[src/rtl/alu_pkg.sv]
// Shared ALU definitions: opcode encoding and default datapath width.
package alu_pkg;

  localparam int ALU_W = 32;

  typedef enum logic [1:0] {
    OP_ADD = 2'd0,
    OP_SUB = 2'd1,
    OP_AND = 2'd2,
    OP_OR  = 2'd3
  } alu_op_t;

endpackage

[src/rtl/alu_addsub.sv]
// Combinational WIDTH-bit adder/subtractor with carry/borrow out.
// Signed overflow output exists only when ALU_FLAGS_EN is defined.
module alu_addsub #(
  parameter int WIDTH = 32
) (
  input  logic [WIDTH-1:0] a,
  input  logic [WIDTH-1:0] b,
  input  logic             cin,
  input  logic             sub,
`ifdef ALU_FLAGS_EN
  output logic             ovf,
`endif
  output logic [WIDTH-1:0] sum,
  output logic             carry
);

  logic [WIDTH-1:0] b_eff;
  logic [WIDTH:0]   full;

  // Subtraction is a + ~b + ~cin; the raw carry is then the inverse of the borrow.
  assign b_eff = b ^ {WIDTH{sub}};
  assign full  = {1'b0, a} + {1'b0, b_eff} + {{WIDTH{1'b0}}, cin ^ sub};
  assign sum   = full[WIDTH-1:0];
  assign carry = full[WIDTH] ^ sub;

`ifdef ALU_FLAGS_EN
  assign ovf = (a[WIDTH-1] == b_eff[WIDTH-1]) && (sum[WIDTH-1] != a[WIDTH-1]);
`endif

endmodule

[src/rtl/alu_32bit.sv]
// Registered four-function ALU: opcode mux plus output flops, one cycle latency.
// Optional ALU_FLAGS_EN adds registered zero and signed-overflow outputs.
module alu_32bit
  import alu_pkg::*;
#(
  parameter int WIDTH = ALU_W
) (
  input  logic             clk,
  input  logic             rst_n,
  input  logic [WIDTH-1:0] in_a,
  input  logic [WIDTH-1:0] in_b,
  input  logic             in_c,
  input  logic [1:0]       ctrl,
`ifdef ALU_FLAGS_EN
  output logic             zero,
  output logic             ovf,
`endif
  output logic [WIDTH-1:0] alu_out,
  output logic             c_out
);

  // No handshake: operands are taken every cycle and the result is valid
  // on the outputs for the whole cycle following the sampling edge.
  alu_op_t          op;
  logic [WIDTH-1:0] as_sum;
  logic             as_carry;
  logic [WIDTH-1:0] next_out;
  logic             next_c;

  assign op = alu_op_t'(ctrl);

`ifdef ALU_FLAGS_EN
  logic as_ovf;
  logic next_ovf;
`endif

  alu_addsub #(.WIDTH(WIDTH)) u_addsub (
    .a     (in_a),
    .b     (in_b),
    .cin   (in_c),
    .sub   (op == OP_SUB),
`ifdef ALU_FLAGS_EN
    .ovf   (as_ovf),
`endif
    .sum   (as_sum),
    .carry (as_carry)
  );

  always_comb begin
    next_out = '0;
    next_c   = 1'b0;
`ifdef ALU_FLAGS_EN
    next_ovf = 1'b0;
`endif
    case (op)
      OP_ADD, OP_SUB: begin
        next_out = as_sum;
        next_c   = as_carry;
`ifdef ALU_FLAGS_EN
        next_ovf = as_ovf;
`endif
      end
      OP_AND: next_out = in_a & in_b;
      OP_OR:  next_out = in_a | in_b;
      default: next_out = '0;
    endcase
  end

  always_ff @(posedge clk) begin
    if (!rst_n) begin
      alu_out <= '0;
      c_out   <= 1'b0;
`ifdef ALU_FLAGS_EN
      zero    <= 1'b0;
      ovf     <= 1'b0;
`endif
    end else begin
      alu_out <= next_out;
      c_out   <= next_c;
`ifdef ALU_FLAGS_EN
      zero    <= (next_out == '0);
      ovf     <= next_ovf;
`endif
    end
  end

endmodule

[config.mk]
export PLATFORM = sky130hd
export DESIGN_NAME = alu_32bit
export DESIGN_NICKNAME = d
export VERILOG_FILES = /design/src/rtl/alu_pkg.sv /design/src/rtl/alu_addsub.sv /design/src/rtl/alu_32bit.sv
export SDC_FILE = /design/constraint.sdc
export NUM_CORES = 1
export LEC_CHECK = 0
export CORE_ASPECT_RATIO = 0.9
export CORE_UTILIZATION = 50
export CTS_BUF_LIST = sky130_fd_sc_hd__clkbuf_8
export DETAILED_ROUTE_END_ITERATION = 8
export PLACE_DENSITY = 0.83
export SYNTH_ARGS = -nofsm -noshare
export SYNTH_HDL_FRONTEND = slang
export SYNTH_SLANG_ARGS = --single-unit
export TNS_END_PERCENT = 1
[constraint.sdc]
create_clock -name clk -period 4.1 [get_ports clk]
set_input_delay 0.82 -clock clk [delete_from_list [all_inputs] [get_ports clk]]
set_output_delay 0.82 -clock clk [all_outputs]
set_load 0.02 [all_outputs]
==> results_dict.tcl <==
set metrics [dict create \
    hold_path.class "in2reg" \
    drc 0 \
    gp_congestion 0.967 \
    grt_overflow_total 0 \
    leakagePower_nw 1.87 \
    p_int_w 0.000855 \
    startpoint_type "input port" \
    firstDrtPassIters 6 \
    area_delta_synth_final_pct 32.3 \
    p_switching_w 0.000586 \
    grt_pass1_vias 3716 \
    clk_transition_reported_paths_ns 0.07 \
    ys_top_cells_by_area "dfxtp_1, xnor2_1, ha_1" \
    grt_max_degree 38 \
    maxCapViolations 0 \
    syn_nets 578 \
    synth_edf_count 0 \
    worstPathMaxFanout 17 \
    rsz0062_at_grt "no" \
    cts_sinks 33 \
    placed_area_sq_um 4770 \
    crit_path_cell_trace "clkdlybuf4s50_1 -> inv_1 -> nand2_2 -> buf_12 -> xnor2_1 -> inv_1 -> fa_1 -> and2b_1 -> o31ai_4 -> a2111oi_2 -> o21ai_0 -> buf_4 -> a21oi_1 -> mux2i_1 -> nand2_1" \
    cts-root-buf "clkbuf_8" \
    grt_use_total_pct 28.0 \
    whs_ns 1.20 \
    power_density_nw_per_um2 297 \
    fill_cells 626 \
    synth.distinct_cells 65 \
    synthArstFlopShare_pct 0 \
    ctsHoldBuffers 0 \
    critPathCaptureType "flip-flop" \
    start_util_pct 51.7 \
    final_common_cell "clkdlybuf4s50_1" \
    hpwl_um 8380 \
    yosys_warnings 0 \
    rows 29 \
    ys_ff_latch 33 \
    wl_per_cell_um 16.1 \
    nets 671 \
    period_minus_slack_ns 3.67 \
    period_share_pct 89.5 \
    power_w 0.00144 \
    report.final.slew_viol_count 0 \
    seq_area_frac_synth_pct 18.1 \
    cts_tree "yes" \
    antenna_found_initial 0 \
    cp.buffers_inverters 5 \
    maxSlewHeadroom_pct 56.4 \
    crit_path_frequent_cell "inv_1" \
    cpMaxStageDelayCell "clkdlybuf4s50_1" \
    setup_viol 0 \
    arrival_ns 3.85 \
    vdd.ir_drop.worst_mv 0.170 \
    worst_slack_ns 0.429 \
    layout_common_cells "clkdlybuf4s50_1, a21oi_1, xnor2_1" \
    io-pin-count 102 \
    critPathTopFamily "buffers and inverters" \
    slowest_delay_ns 0.47 \
    cts_resized 0 \
    synth_area_leader_cell "dfxtp_1" \
    final_area_sq_um 4840 \
    vias_per_cell 5.91 \
    synthCells 476 \
    synth_area_sq_um 3660 \
    ant_nets 0 \
    core_sq_um 7080 \
    grt_pass1_wl_um 17600 \
    dp_slack_ns 0.138 \
    die_w_um 92.2 \
    die_area_sq_um 7670 \
    p_clk_share_pct 16.2 \
    wl_um 10700 \
    fmax_ghz 0.272 \
    syn_area_per_cell_sq_um 7.69 \
    outcome "finished clean" \
    tightest_slew_ns 0.652 \
    drtIter0Drc 186 \
    hold_violations 0 \
    cts-buffers-inserted 5 \
    diodes 0 \
    dieHeight_um 83.2 \
    combPwrFrac_pct 57.7 \
    dr_total_vias 3906 \
    power_frac_seq_pct 26.0 \
    finalSetupTns_ns 0 \
    port_buffers 101 \
    critical_path_class "in2reg" \
    cts.htree.levels 2 \
    yosys.area.top_type_share_pct 18.1 \
    synth_ff_type "dfxtp_1" \
    clock_path_buffers 2 \
    critPathRequiredTime_ns 4.28 \
    cts_setup_buffers 0 \
    drive_gt1_share_pct 6.16 \
    sw_frac_of_total_pct 40.6 \
]
flip-flops by register name, summed over array words and instances, names as in the netlist:
| name | flops |
|---|---|
| c_out | 1 |
| alu_out | 32 |
routing by layer:
metal	share of wire (%)	GRT usage, %	vias up
li1	-	-	1931
met1	48	39.8	1795
met2	44	44.4	159
met3	5.8	3.75	21
met4	1.4	7.24	0
met5	0	0	-
synth_stat cells, drive strengths merged (10+ instances only):
cell and instances:
o21a 10, buf 10, nand3 15, ha 31, a21oi 65, clkbuf 16, nand2 43, dfxtp 33
maj3 14, nor2 29, inv 11, xnor2 48, o21ai 47
power groups by stage:
| stage | clock, W | sequential, W | combinational, W |
|---|---|---|---|
| 3_5_place_dp | 0 | 0.000382 | 0.000818 |
| 5_1_grt | 0.000248 | 0.000378 | 0.000903 |
| 3_3_place_gp | 0 | 0.000381 | 0.000810 |
| 6_report | 0.000234 | 0.000375 | 0.000832 |
| 4_1_cts | 0.000241 | 0.000375 | 0.000825 |
| 2_1_floorplan | 0 | 0.000436 | 0.000483 |
through the flow:
step / instances / util [%]
4_1_cts: 661 / 68.5
6_report: 661 / 68.5
3_3_place_gp: 655 / 67.4
3_5_place_dp: 655 / 67.4
2_1_floorplan: 476 / -
5_1_grt: 661 / 68.5
kinds of logic after synthesis:
logic type / after synthesis / synth area share (%)
AO/OA/AOI/OAI: 179 / 32.4
XOR/XNOR: 53 / 12.7
adder cells (fa/ha/maj): 47 / 15.5
buffers and inverters: 37 / 4.27
flip-flops: 33 / 18.1
multiplexers: 4 / 1.09
AND/OR/NAND/NOR: 123 / 16.0
worst paths after layout:
path	startpoint	end	slack, ns	cells past startpoint
setup / recovery	ctrl[1]	alu_out[30]	0.43	15
hold / removal	in_b[1]	alu_out[1]	1.20	3
cell type report:
type / instances / area, sq um / area share [%]
sequential: 33 / 661 / 13.6
timing repair buffer: 112 / 1110 / 22.8
clock buffer: 5 / 68.8 / 1.42
tap: 93 / 116 / 2.40
clock inverter: 1 / 5.00 / 0.103
multi-input combinational: 406 / 2850 / 58.7
inverter: 11 / 41.3 / 0.852
(Power assumes the default switching activity.)
